==> src/rtl/snn_pkg.sv <==
// -----------------------------------------------------------------------------
// snn_pkg
// Shared types and default sizing for the spiking-network input layer.
//   enc_state_t : encoder control state (idle / running a window)
//   ENC_DATA_W  : default intensity / phase-accumulator width
//   ENC_WINDOW  : default number of timesteps per encoded sample
// -----------------------------------------------------------------------------
package snn_pkg;

  localparam int ENC_DATA_W = 8;
  localparam int ENC_WINDOW = 16;

  typedef enum logic {
    ENC_IDLE = 1'b0,
    ENC_RUN  = 1'b1
  } enc_state_t;

endpackage

==> src/rtl/spike_phase_acc.sv <==
// -----------------------------------------------------------------------------
// spike_phase_acc
// Phase accumulator for rate coding. Every advance adds the sample to the
// accumulator modulo 2^DATA_W. The carry out of that add is the spike for the
// timestep, so the number of carries over k advances is floor(sample*k/2^DATA_W).
//
// Ports
//   clk_i     : clock, rising edge
//   rst_i     : asynchronous active-high reset (accumulator -> 0)
//   clr_i     : synchronous clear of the accumulator (new sample loaded)
//   adv_i     : take one timestep: acc <= acc + sample
//   sample_i  : intensity being encoded
//   carry_o   : combinational carry of acc + sample (spike if advanced now)
// -----------------------------------------------------------------------------
module spike_phase_acc
  import snn_pkg::*;
#(
  parameter int DATA_W = ENC_DATA_W
) (
  input  logic              clk_i,
  input  logic              rst_i,
  input  logic              clr_i,
  input  logic              adv_i,
  input  logic [DATA_W-1:0] sample_i,
  output logic              carry_o
);

  logic [DATA_W-1:0] acc;
  logic [DATA_W:0]   sum;

  // One extra bit so the wrap of the accumulator shows up as the carry.
  assign sum     = {1'b0, acc} + {1'b0, sample_i};
  assign carry_o = sum[DATA_W];

  // NOTE: registers are written with <= so every flop samples the values that
  // existed before the edge; blocking assignments here would create
  // order-dependent simulation that no longer matches the synthesized flops.
  always_ff @(posedge clk_i or posedge rst_i) begin
    if (rst_i) begin
      acc <= '0;
    end else if (clr_i) begin
      acc <= '0;
    end else if (adv_i) begin
      acc <= sum[DATA_W-1:0];
    end
  end

endmodule

==> src/rtl/spike_encoder.sv <==
// -----------------------------------------------------------------------------
// spike_encoder
// Rate-coding spike source for the axon input of a neuron. A sample accepted
// over valid/ready is encoded as a deterministic spike train lasting WINDOW
// timesteps; spikes per window = floor(sample*WINDOW / 2^DATA_W).
//
// Ports
//   clk_i          : clock, rising edge
//   rst_i          : asynchronous active-high reset
//   value_i        : unsigned intensity sample
//   valid_i        : sample present on value_i
//   ready_o        : encoder idle, a sample is accepted when valid_i is high
//   tick_i         : timestep strobe, one timestep per high cycle while running
//   clear_i        : synchronous abort of the running window (no done_o)
//   axon_o         : registered one-cycle spike pulse
//   done_o         : one-cycle pulse on the edge that completes the window
//   spike_count_o  : spikes emitted in the current or most recent window
// -----------------------------------------------------------------------------
module spike_encoder
  import snn_pkg::*;
#(
  parameter int DATA_W = ENC_DATA_W,
  parameter int WINDOW = ENC_WINDOW
) (
  input  logic                       clk_i,
  input  logic                       rst_i,
  input  logic [DATA_W-1:0]          value_i,
  input  logic                       valid_i,
  output logic                       ready_o,
  input  logic                       tick_i,
  input  logic                       clear_i,
  output logic                       axon_o,
  output logic                       done_o,
  output logic [$clog2(WINDOW+1)-1:0] spike_count_o
);

  localparam int STEP_W = $clog2(WINDOW);
  localparam int CNT_W  = $clog2(WINDOW + 1);
  localparam logic [STEP_W-1:0] LAST_STEP = STEP_W'(WINDOW - 1);

  enc_state_t        state, state_nxt;
  logic [DATA_W-1:0] sample;
  logic [STEP_W-1:0] step;
  logic              accept;
  logic              advance;
  logic              last_step;
  logic              carry;

  assign ready_o   = (state == ENC_IDLE);
  assign accept    = ready_o && valid_i;
  // clear_i outranks tick_i, so an aborted timestep never advances the phase.
  assign advance   = (state == ENC_RUN) && tick_i && !clear_i;
  assign last_step = (step == LAST_STEP);

  spike_phase_acc #(
    .DATA_W (DATA_W)
  ) u_phase_acc (
    .clk_i    (clk_i),
    .rst_i    (rst_i),
    .clr_i    (accept),
    .adv_i    (advance),
    .sample_i (sample),
    .carry_o  (carry)
  );

  // ---------------------------------------------------------------------------
  // Control FSM
  // ---------------------------------------------------------------------------
  always_ff @(posedge clk_i or posedge rst_i) begin
    if (rst_i) begin
      state <= ENC_IDLE;
    end else begin
      state <= state_nxt;
    end
  end

  // NOTE: state_nxt is given a default before the case so every path assigns
  // it; leaving any path unassigned would infer a latch.
  always_comb begin
    state_nxt = state;
    case (state)
      ENC_IDLE: if (accept)                    state_nxt = ENC_RUN;
      ENC_RUN:  if (clear_i)                   state_nxt = ENC_IDLE;
                else if (tick_i && last_step)  state_nxt = ENC_IDLE;
      default:                                 state_nxt = ENC_IDLE;
    endcase
  end

  // ---------------------------------------------------------------------------
  // Sample, step and spike counters, registered outputs
  // ---------------------------------------------------------------------------
  always_ff @(posedge clk_i or posedge rst_i) begin
    if (rst_i) begin
      sample        <= '0;
      step          <= '0;
      spike_count_o <= '0;
      axon_o        <= 1'b0;
      done_o        <= 1'b0;
    end else begin
      // Pulses default low so they last exactly one cycle.
      axon_o <= 1'b0;
      done_o <= 1'b0;
      if (accept) begin
        sample        <= value_i;
        step          <= '0;
        spike_count_o <= '0;
      end else if (advance) begin
        axon_o        <= carry;
        spike_count_o <= spike_count_o + CNT_W'(carry);
        step          <= last_step ? '0 : step + STEP_W'(1);
        done_o        <= last_step;
      end
      // clear_i in RUN only changes state; the partial count stays visible.
    end
  end

endmodule

==> config.mk <==
export PLATFORM = sky130hd
export DESIGN_NAME = spike_encoder
export DESIGN_NICKNAME = d
export VERILOG_FILES = /design/src/rtl/snn_pkg.sv /design/src/rtl/spike_phase_acc.sv /design/src/rtl/spike_encoder.sv
export SDC_FILE = /design/constraint.sdc
export NUM_CORES = 1
export LEC_CHECK = 0
export CORE_ASPECT_RATIO = 2
export CORE_MARGIN = 3
export CORE_UTILIZATION = 54
export DETAILED_ROUTE_END_ITERATION = 6
export PLACE_DENSITY = 0.79
export SYNTH_ARGS = -nofsm -noshare
export SYNTH_HDL_FRONTEND = slang
export SYNTH_SLANG_ARGS = --single-unit
==> constraint.sdc <==
create_clock -name clk_i -period 3.45 [get_ports clk_i]
set_clock_uncertainty 0.2 [all_clocks]
set_input_delay 0.8625 -clock clk_i [delete_from_list [all_inputs] [get_ports clk_i]]
set_output_delay 0.8625 -clock clk_i [all_outputs]
set_load 0.05 [all_outputs]
Word level (Yosys, flattened, before mapping)
Index checks and enable logic that the tools add are counted.
{ "totals": {"out_inout_bits": 8, "inputBits": 13, "register_bits": 28} }
{ "op_classes": {"eq_ne": 1, "n_reduce_logical": 6, "muxes": 15, "bitwise_logic": 1, "n_addsub": 3} }
{ "ops": {"columns": ["op", "count"], "rows": [
  ["$mux W8", 2],
  ["$mux W4", 3],
  ["$mux W5", 2],
  ["$add A8 B8 Y9", 1],
  ["$mux W1", 7],
  ["$add A5 B1 Y5", 1],
  ["$add A4 B1 Y4 const B", 1],
  ["$eq A4 B4 Y1 const B", 1],
  ["$logic_and A1 B1 Y1", 4],
  ["$pmux W1 S2", 1],
  ["$reduce_bool A2 Y1", 1],
  ["$logic_not A1 Y1", 1],
  ["$not A1 Y1", 1]
]} }

Logic depth before layout (Yosys ltp)
Gate-level depths: netlist of the first run.
{ "logic_depth": {"depth_word": 5, "depth_mapped": 13, "ltp_nobuf": 13} }

Hierarchy
A second synthesis of the first run with hierarchy kept.
{ "hier_totals": {"hier_cells": 164, "hier_area_um2": 1510.2} }
{ "modules_own_cells": {"columns": ["module", "seq_area_each_um2", "cells_per_inst", "area_per_inst_um2", "n_inst"], "rows": [
  ["spike_encoder", 500.5, 92, 862.1, 1],
  ["spike_phase_acc", 200.2, 72, 648.1, 1]
]} }

Least setup slack after synthesis of the first run
No wires, ideal clock.
{ "synth_timing": {"path_kind": "reg-to-reg", "startpoint": "register sample[0]", "endpoint": "register spike_count_o[4]", "path_buffers": 0, "period_less_slack_ps": 2538, "required_time_ps": 3178, "setup_ps": 72, "setup_slack_ps": 912, "path_stages_with_launch": 14, "t_arrival_ps": 2265, "cell_sequence": "dfrtp_1 ha_1 inv_1 fa_1 and2b_1 o21ai_1 a21oi_1 o221ai_1 nand2_1 ha_1 ha_1 nand4_1 xor2_1 nor2_1"} }
{ "synth_between": {"elab_chain_len": 4} }
{ "synth_rtl": {"columns": ["item", "line_no", "rtl"], "rows": [
  ["start, declared", "spike_encoder.sv:42", "logic [DATA_W-1:0] sample;"],
  ["start signal, assigned", "spike_encoder.sv:104", "sample <= value_i;"],
  ["$add A8 B8 Y9", "spike_phase_acc.sv:32", "assign sum = {1'b0, acc} + {1'b0, sample_i};"],
  ["$add A5 B1 Y5", "spike_encoder.sv:109", "spike_count_o <= spike_count_o + CNT_W'(carry);"],
  ["$mux W5", "spike_encoder.sv:107", "end else if (advance) begin"],
  ["$mux W5", "spike_encoder.sv:103", "if (accept) begin"],
  ["end signal, assigned", "spike_encoder.sv:109", null],
  ["end, declared", "spike_encoder.sv:34", "output logic [$clog2(WINDOW+1)-1:0] spike_count_o"]
]} }
No other way between the ends. The select of a mux whose other input is x is not followed.
A chain may end at the register's enable or synchronous reset.

Final worst setup path of the first run
{ "layout_timing": {"startpoint": "register u_phase_acc.acc[0]", "endpoint": "register spike_count_o[4]"} }
{ "layout_between": {"elab_chain_len": 4} }
{ "layout_rtl": {"columns": ["item", "line_no", "rtl"], "rows": [
  ["start, declared", "spike_phase_acc.sv:28", "logic [DATA_W-1:0] acc;"],
  ["start signal, assigned", "spike_phase_acc.sv:44", "acc <= sum[DATA_W-1:0];"],
  ["$add A8 B8 Y9", "spike_phase_acc.sv:32", null],
  ["$add A5 B1 Y5", "spike_encoder.sv:109", null],
  ["$mux W5", "spike_encoder.sv:107", null],
  ["$mux W5", "spike_encoder.sv:103", null]
]} }
No other way between the ends. The select of a mux whose other input is x is not followed.

==> metrics, run 1 <==
status finished clean; RD Place Congestion 0.791; gr ovfl total 0; Worst Max-Slew Pin Slew 0.660 ns; Worst VDD drop 0.346 mV; delay-heaviest family, CP adder cells; FMAX 0.349 GHz; row count 26; Worst-Skew Late Latency 0.28 ns; max-slew violations 0; dpl cells 207; CP bufs+invs 1; worst path required time 3.39 ns; synth cell count leaders nand2_1 (43), dfrtp_1 (28), ha_1 (11); initial antenna violation count 0; Clk network pwr share 0.212; PwrDens 481 nW/µm²; Longest Clk Path Bufs 2; maxcap violations 0; antenna cells 0; drt pass-1 iters 4; most frequent CP cell ha_1; Post-synth EDFFs 0; Slew headroom 0.559; LEAKAGE 0.864 nW; CP Cell Sequence ha_1 > inv_1 > fa_1 > and2b_1 > o21ai_1 > a21oi_1 > o221ai_1 > nand2_1 > ha_1 > ha_1 > nand4_1 > xor2_1 > nor2_1; Switching Fraction 0.339; Post-Synthesis Cell Area 1520 µm²; Post-synth ARST share 1.00; net switching power 0.288 mW; Final Util 0.672; sequential share of the synthesized area 0.460; worst-path fanout max 3; unrepaired setup endpoints after global routing false; Synth top area share 0.460; cts repair resizes 0; Yosys Warn Count 0; final period utilization 0.830; Clock transition at path regs 0.09 ns; final-stage net count 209; syn avg cell area 9.29 µm²; CP max-delay cell fa_1; cts hold-fix bufs 0; WL/cell 15.3 µm; Starting Density 0.578; remaining antenna violation count 0; Comb pwr share 0.307; CTS tree built; io pins 21; Worst Setup Start Kind flip-flop; fraction of layout cells with a size suffix above 1 0.0659; Hold WC Path Type flip-flop to flip-flop; total number of vias 1226; cell taking the most area after synthesis dfrtp_1; Post-DP HPWL 2.28 mm; WS Path Type flip-flop to flip-flop; Worst EP arrival 2.81 ns; post-route cell area 1770 µm²; DRT iter0 DRCs 50; Synthesized Nets 189; Main synth FF type dfrtp_1; final-report setup violation count 0; synth top area cells dfrtp_1 (46%), nand2_1 (11%), ha_1 (9.0%); setup bufs post-CTS 0; non-filler instance count after layout 210; DRC violations left 0; crit path time final 2.86 ns; DP Area 1730 µm²; setup total negative slack 0 ns; Post-Syn Instances 164; unique cell type count in the Yosys netlist 35; Fin. Hold Viols 0; CTS Buf Count 3; P&R area growth vs syn 16.2%; Num Clock Sinks 28; register bit count reported by yosys 28; chip width 43.6 µm; slowest stage delay, CP 0.39 ns; Die Y 81.1 µm; Worst setup EP type flip-flop; Hold WS 0.281 ns; most frequent cell after synthesis nand2_1; GRT Total Usage 0.197; first-pass GRT wire length 5.38 mm; Clock Tree Root clkbuf_8; maximum number of pins on one net before global-route repair 29; Pint 0.563 mW; Core ar. 2640 µm²; Reg power frac 0.481; Port-buffer cells 20; H-tree Lvls 1; vias per cell 5.84; overall die area 3530 µm²; drt total wl 3.21 mm; vias in the first global route 1251
==> metal layers <==
layer / share of wire / track usage / vias up
met5: 0 / 0 / -
met2: 0.56 / 0.368 / 25
met3: 0.025 / 0.0266 / 5
met4: 0.014 / 0.0725 / 0
li1: - / - / 587
met1: 0.40 / 0.216 / 609
==> cell families (layout without fill, tap and decap cells) <==
kind of cell,Yosys count,in the layout,share of synthesized area
flip-flops,28,28,0.460
XOR/XNOR,7,7,0.0402
adder cells (fa/ha/maj),12,12,0.103
AO/OA/AOI/OAI,25,25,0.108
AND/OR/NAND/NOR,77,77,0.242
buffers and inverters,15,33,0.0468
==> worst paths after layout <==
path	startpoint	end	slack (ns)	cells after the start
setup / recovery	u_phase_acc.acc[0]	spike_count_o[4]	0.59	13
hold / removal	step[3]	step[3]	0.28	1
setup reg to reg	u_phase_acc.acc[0]	spike_count_o[4]	0.59	13
hold reg to reg	step[3]	step[3]	0.28	1
max in group asynchronous	rst_i	u_phase_acc.acc[6]	2.03	3
min in group asynchronous	rst_i	sample[2]	0.76	3
==> power by group through the flow <==
stage                     logic, mW  clock network [mW]  registers (mW)
after floorplan               0.197                   0           0.411
after global placement        0.246                   0           0.413
after detailed placement      0.261                   0           0.416
after CTS                     0.261               0.183           0.409
after global routing          0.295               0.186           0.413
final                         0.261               0.181           0.409
==> final cells by class <==
class	instances	area, µm²
tap	28	35.0
timing repair buffer	21	208
inverter	9	33.8
multi-input combinational	121	752
fill	209	865
clock buffer	3	41.3
sequential	28	701
==> state kept, by name (all words and copies together) (netlist names) <==
register / cells
state: 1
step: 4
spike_count_o: 5
sample: 8
done_o: 1
u_phase_acc.acc: 8
axon_o: 1
==> cells in the final DEF (no fill, tap or decap) <==
master,count
dfrtp_1,28
xor2_1,5
nand2_1,43
o211ai_1,1
a31oi_1,3
nor2_1,8
nand4_1,3
o31ai_1,1
a21oi_1,6
a21oi_4,1
nor2_2,2
a21o_1,1
ha_1,11
nand3_1,9
nor3b_1,1
clkdlybuf4s50_1,20
buf_4,1
o21ai_0,4
a211oi_1,2
nand2b_1,1
xnor2_1,2
nand2b_4,1
o31ai_2,1
o21ai_1,4
clkbuf_8,3
nand4b_1,2
or2_4,1
and3_1,1
o221ai_1,1
and2b_1,2
nor3_2,2
fa_1,1
inv_1,9
or3_1,1
==> stage by stage <==
stage | power (mW) | worst slack (ns)
4_1_cts | 0.853 | 0.579
6_report | 0.851 | 0.587
2_1_floorplan | 0.608 | 0.912
3_3_place_gp | 0.659 | 0.795
5_1_grt | 0.895 | 0.369
3_5_place_dp | 0.676 | 0.655
Power figures use the tool's default switching activity.
==> run 2, diff against run 1 <==
==> constraint.sdc (replaced) <==
create_clock -name clk_i -period 2.8 [get_ports clk_i]
set_clock_uncertainty 0.2 [all_clocks]
set_input_delay 0.7 -clock clk_i [delete_from_list [all_inputs] [get_ports clk_i]]
set_output_delay 0.7 -clock clk_i [all_outputs]
set_load 0.05 [all_outputs]
==> run 2 against run 1 <==
  * Via count shrank 1.5%
  * Routed wire length is 1.7% higher
  * First-iteration DRC count decreased by 58%
  * Critical path depth did not move
  * Clock-buffer cell count did not move
  * Cell area rose by 5.9%
  * Hold slack better by 0.015 ns
  * Fmax grew 6.1%
  * Worst setup slack lost 0.48 ns
  * Largest power group unchanged
==> metrics, run 2 (synthesis results as in run 1) <==
RD Place Congestion 0.781 (-1.2%); status finished clean; WL/cell 15.2 µm (-0.62%); most frequent CP cell ha_4; maximum number of pins on one net before global-route repair 29 (unchanged); Slew headroom 0.580 (+0.0209); CP Cell Sequence ha_2 > inv_1 > fa_2 > and2b_1 > o21ai_2 > a21oi_2 > o221ai_2 > nand2_1 > ha_4 > ha_4 > nand4_1 > xor2_1 > nor2_1; Starting Density 0.578 (unchanged); commonest non-fill, non-tap cell in the layout nand2_1; CTS tree built; FMAX 0.371 GHz (+6.1%); Longest Clk Path Bufs 2 (unchanged); Num Clock Sinks 28 (unchanged); final-stage net count 213 (+1.9%); PwrDens 622 nW/µm² (+29%); crit path time final 2.70 ns (-0.165 ns); final period utilization 0.964 (+0.134); initial antenna violation count 0 (unchanged); Hold WC Path Type flip-flop to flip-flop; Worst Max-Slew Pin Slew 0.629 ns (-0.0313 ns); register-to-register path setup slack 0.10 ns (-0.48 ns); Clock Tree Root clkbuf_8; P&R area growth vs syn 23.0%; Worst-Skew Late Latency 0.27 ns (about the same); most frequent cells in the layout nand2_1 (43), dfrtp_1 (28), clkdlybuf4s50_1 (20); DP Area 1740 µm² (+0.43%); max-slew violations 0 (unchanged); vias in the first global route 1276 (+2.0%); Worst Setup Start Kind flip-flop; post-route cell area 1870 µm² (+5.9%); CTS Buf Count 3 (unchanged); remaining antenna violation count 0 (unchanged); Core ar. 2640 µm² (unchanged); drt pass-1 iters 4 (unchanged); fraction of layout cells with a size suffix above 1 0.128 (+0.0624); total number of vias 1208 (-1.5%); worst path required time 2.75 ns (-0.64 ns); chip width 43.6 µm (unchanged); first-pass GRT wire length 5.44 mm (+1.2%); WS Path Type flip-flop to flip-flop; LEAKAGE 0.890 nW (+3.1%); overall die area 3530 µm² (unchanged); maxcap violations 0 (unchanged); GRT Total Usage 0.203 (+0.00575); vias per cell 5.62 (-3.8%); slowest stage delay, CP 0.38 ns (about the same); H-tree Lvls 1 (unchanged); Fillers 195 (-6.7%); worst-path fanout max 3 (unchanged); Pwr Total 1.16 mW (+37%); Die Y 81.1 µm (unchanged); DRT iter0 DRCs 21 (-58%); setup total negative slack 0 ns (unchanged); cts hold-fix bufs 0 (unchanged); Port-buffer cells 20 (unchanged); Clock transition at path regs 0.09 ns (about the same); Worst EP arrival 2.64 ns (-0.17 ns); Fin. Hold Viols 0 (unchanged); io pins 21 (unchanged); Worst VDD drop 0.404 mV (+17%); DRC violations left 0 (unchanged); Worst setup EP type flip-flop; Final Util 0.711 (+0.0394); Post-DP HPWL 2.28 mm (+0.12%); biggest regs sample: 8 flops, u_phase_acc.acc: 8 flops, spike_count_o: 5 flops; drt total wl 3.27 mm (+1.7%); final-report setup violation count 0 (unchanged); antenna cells 0 (unchanged); row count 26 (unchanged); gr ovfl total 0 (unchanged); CP max-delay cell dfrtp_1
## run 2: cell types whose count changed in the layout (fill, tap and decap cells not counted), sizes merged
cell    delta
buf        +4
bufinv     +1
## run 2: worst paths after layout
check | end | from | cells after the start
setup reg to reg | spike_count_o[4] | u_phase_acc.acc[0] | 13
min in group asynchronous | step[2] | rst_i | 3
setup / recovery | spike_count_o[4] | u_phase_acc.acc[0] | 13
hold reg to reg | sample[0] | sample[0] | 2
hold / removal | sample[0] | sample[0] | 2
max in group asynchronous | u_phase_acc.acc[3] | rst_i | 3
## run 2: timing repair
action / 4_1_cts / 5_1_grt
setup endpoints to repair: 1 / 2
cloned: 0 / 0
setup buffers: 0 / 3
pin swaps: 1 / 3
gates resized for setup: 1 / 8
## run 2: worst max-delay path, delay by kind of cell, from the launching register on
kind                       cells  cell delay, ns
buffers and inverters          1            0.06
DFF                            1            0.38
adders and majority gates      4            0.81
xor gates and xnor gates       1            0.19
AOI/OAI and AO/OA              3            0.42
and+or+nand+nor                4            0.51
## run 2: metrics by stage
stage	hold WS [ns]	instances	worst slack (ns)
floorplan	0.237	164	0.262
global placement	0.252	208	0.160
detailed placement	0.270	208	0.0135
CTS	0.293	212	0.0141
global route	0.339	215	-0.0712
finish	0.296	215	0.102
## run 2: final cells by class
| type | instances | area, µm² | share of cell area |
|---|---|---|---|
| clock inverters | 1 | 30.0 | 0.0160 |
| well taps | 28 | 35.0 | 0.0187 |
| repair buffers | 25 | 238 | 0.127 |
| inverters | 9 | 33.8 | 0.0180 |
| multi-input cells | 121 | 796 | 0.425 |
| clock buffers | 3 | 41.3 | 0.0220 |
| flip-flops and latches | 28 | 701 | 0.374 |
## run 2: where the power goes
part           switching (mW)  internal [mW]
logic                   0.197          0.146
registers              0.0433          0.462
clock network           0.124          0.191
## run 2: per-layer routing
metal,GRT usage,share of wire,vias to the layer above
li1,-,-,601
met1,0.206,0.36,589
met2,0.398,0.61,13
met3,0.0200,0.011,5
met4,0.0816,0.016,0
met5,0,0,-
==> run 3, diff against run 2 <==
--- a/config.mk
+++ b/config.mk
@@ -9,7 +9,8 @@
 export CORE_MARGIN = 3
 export CORE_UTILIZATION = 54
 export DETAILED_ROUTE_END_ITERATION = 6
-export PLACE_DENSITY = 0.79
+export PLACE_DENSITY_LB_ADDON = 0.15
+export SETUP_SLACK_MARGIN = 0.3
 export SYNTH_ARGS = -nofsm -noshare
 export SYNTH_HDL_FRONTEND = slang
 export SYNTH_SLANG_ARGS = --single-unit
==> run 3 against run 2 <==
  * Clock power fell by 32%
  * Cell area fell by 0.13%
  * Power fell by 8.4%
  * Routed wire length fell by 2.0%
  * Sequential share of layout area barely moved
  * Critical path type unchanged
  * Highest routed layer unchanged
==> metrics, run 3 (synthesis results as in run 1) <==
most frequent CP cell ha_4; row count 26 (unchanged); Comb pwr share 0.329 (+0.034); Fin. Hold Viols 0 (unchanged); WL/cell 14.8 µm (-2.9%); total number of vias 1218 (+0.83%); CTS Buf Count 3 (unchanged); FMAX 0.389 GHz (+5.0%); io pins 21 (unchanged); Post-DP HPWL 2.25 mm (-1.5%); Worst setup EP type flip-flop; CP bufs+invs 1 (unchanged); vias per cell 5.61 (-0.10%); CP Cell Sequence ha_2 > inv_2 > fa_2 > and2b_1 > o21ai_2 > a21oi_2 > o221ai_2 > nand2_1 > ha_4 > ha_4 > nand4_1 > xor2_1 > nor2_1; maximum number of pins on one net before global-route repair 29 (unchanged); Starting Density 0.578 (unchanged); unrepaired setup endpoints after global routing true; drt pass-1 iters 3 (-1); status finished clean; RD Place Congestion 0.757 (-3.1%); first-pass GRT wire length 5.72 mm (+5.2%); P&R area growth vs syn 22.8%; slowest stage delay, CP 0.37 ns (about the same); Pwr Total 1.07 mW (-8.4%); Core ar. 2640 µm² (unchanged); GRT Total Usage 0.215 (+0.0115); delay-heaviest family, CP adder cells; Die Y 81.1 µm (unchanged); Hold WC Path Type flip-flop to flip-flop; drt total wl 3.20 mm (-2.0%); PwrDens 570 nW/µm² (-8.2%); Worst VDD drop 0.573 mV (+42%); chip width 43.6 µm (unchanged); vias in the first global route 1283 (+0.55%); final-report setup violation count 0 (unchanged); Reg power frac 0.471 (+0.037); Worst-Skew Late Latency 0.27 ns (about the same); worst path required time 2.74 ns (about the same); DRC violations left 0 (unchanged); fraction of layout cells with a size suffix above 1 0.143 (+0.0145); worst-path fanout max 2 (-1); setup total negative slack 0 ns (unchanged); Switching Fraction 0.337 (+0.0234); remaining antenna violation count 0 (unchanged); antenna cells 0 (unchanged); maxcap violations 0 (unchanged); post-route cell area 1870 µm² (-0.13%); Pint 0.708 mW (-11%); Worst EP arrival 2.51 ns (-0.13 ns); Hold WS 0.268 ns (-0.0280 ns); LEAKAGE 0.914 nW (+2.6%); DRT iter0 DRCs 29 (+38%); Num Clock Sinks 28 (unchanged); Clock transition at path regs 0.09 ns (about the same); CTS tree built; Worst Max-Slew Pin Slew 0.654 ns (+0.0246 ns); initial antenna violation count 0 (unchanged); final period utilization 0.918 (-0.0461); overall die area 3530 µm² (unchanged); WP depth 13 (unchanged); Clock Tree Root clkbuf_8; Longest Clk Path Bufs 2 (unchanged); biggest regs sample: 8 flops, u_phase_acc.acc: 8 flops, spike_count_o: 5 flops; DP Area 1740 µm² (+0.29%); WS Path Type flip-flop to flip-flop; Multi-input gate area 796 µm² (unchanged); most frequent cells in the layout nand2_1 (43), dfrtp_1 (28), clkdlybuf4s50_1 (18); Worst Setup Start Kind flip-flop; crit path time final 2.57 ns (-0.129 ns); H-tree Lvls 1 (unchanged); Clk network pwr share 0.200 (-0.071); commonest non-fill, non-tap cell in the layout nand2_1; CP max-delay cell dfrtp_1; Slew headroom 0.563 (-0.0164); Fillers 209 (+7.2%); hold-critical path depth 1 (-1); max-slew violations 0 (unchanged); R2R cell count 13 (unchanged); cts hold-fix bufs 0 (unchanged); final-stage net count 216 (+1.4%); Reg area 701 µm² (unchanged); gr ovfl total 0 (unchanged); net switching power 0.360 mW (-1.5%); Port-buffer cells 20 (unchanged)
run 3: stage by stage:
stage	instances	util	setup slack (ns)
after detailed placement	208	0.661	0.112
after global routing	217	0.710	0.0947
after CTS	215	0.704	0.251
after global placement	208	0.661	0.191
final	217	0.710	0.231
after floorplan	164	-	0.307
run 3: timing repair:
| item | 4_1_cts | 5_1_grt |
|---|---|---|
| setup endpoints to repair | 5 | 5 |
| pin swaps | 3 | 2 |
| cloned | 0 | 0 |
| buffers inserted | 4 | 2 |
| resized for setup | 10 | 1 |
run 3: worst register-to-register path, stage by stage, from the launching register on:
cell      delay, ns
dfrtp_1        0.37
ha_2           0.20
inv_2          0.04
fa_2           0.33
and2b_1        0.21
o21ai_2        0.07
a21oi_2        0.16
o221ai_2       0.13
nand2_1        0.12
ha_4           0.16
ha_4           0.13
nand4_1        0.11
xor2_1         0.15
nor2_1         0.05
run 3: layout make-up:
type / count / area share
multi-input cells: 121 / 0.425
flip-flops and latches: 28 / 0.374
repair buffers: 28 / 0.142
clock buffers: 3 / 0.0221
well taps: 28 / 0.0187
inverters: 9 / 0.0180
run 3: final timing paths:
check / start / endpoint / slack (ns)
max in group asynchronous: rst_i / u_phase_acc.acc[6] / 1.55
max: u_phase_acc.acc[0] / spike_count_o[4] / 0.23
min: step[3] / step[3] / 0.27
max reg2reg: u_phase_acc.acc[0] / spike_count_o[4] / 0.23
min in group asynchronous: rst_i / step[3] / 0.58
min reg2reg: step[3] / step[3] / 0.27
run 3: metal layers:
metal | global-route usage | part of all wire | up-vias
met5 | 0 | 0 | -
met4 | 0.0906 | 0.019 | 0
met3 | 0.0200 | 0.017 | 4
met2 | 0.398 | 0.57 | 12
met1 | 0.238 | 0.39 | 596
li1 | - | - | 606
run 3: power groups by stage:
stage | Sequential (mW) | Clock [mW] | Combinational, mW
after floorplan | 0.506 | 0 | 0.244
after global placement | 0.507 | 0 | 0.312
after detailed placement | 0.511 | 0 | 0.326
after CTS | 0.503 | 0.219 | 0.344
after global routing | 0.510 | 0.228 | 0.400
final | 0.503 | 0.214 | 0.351
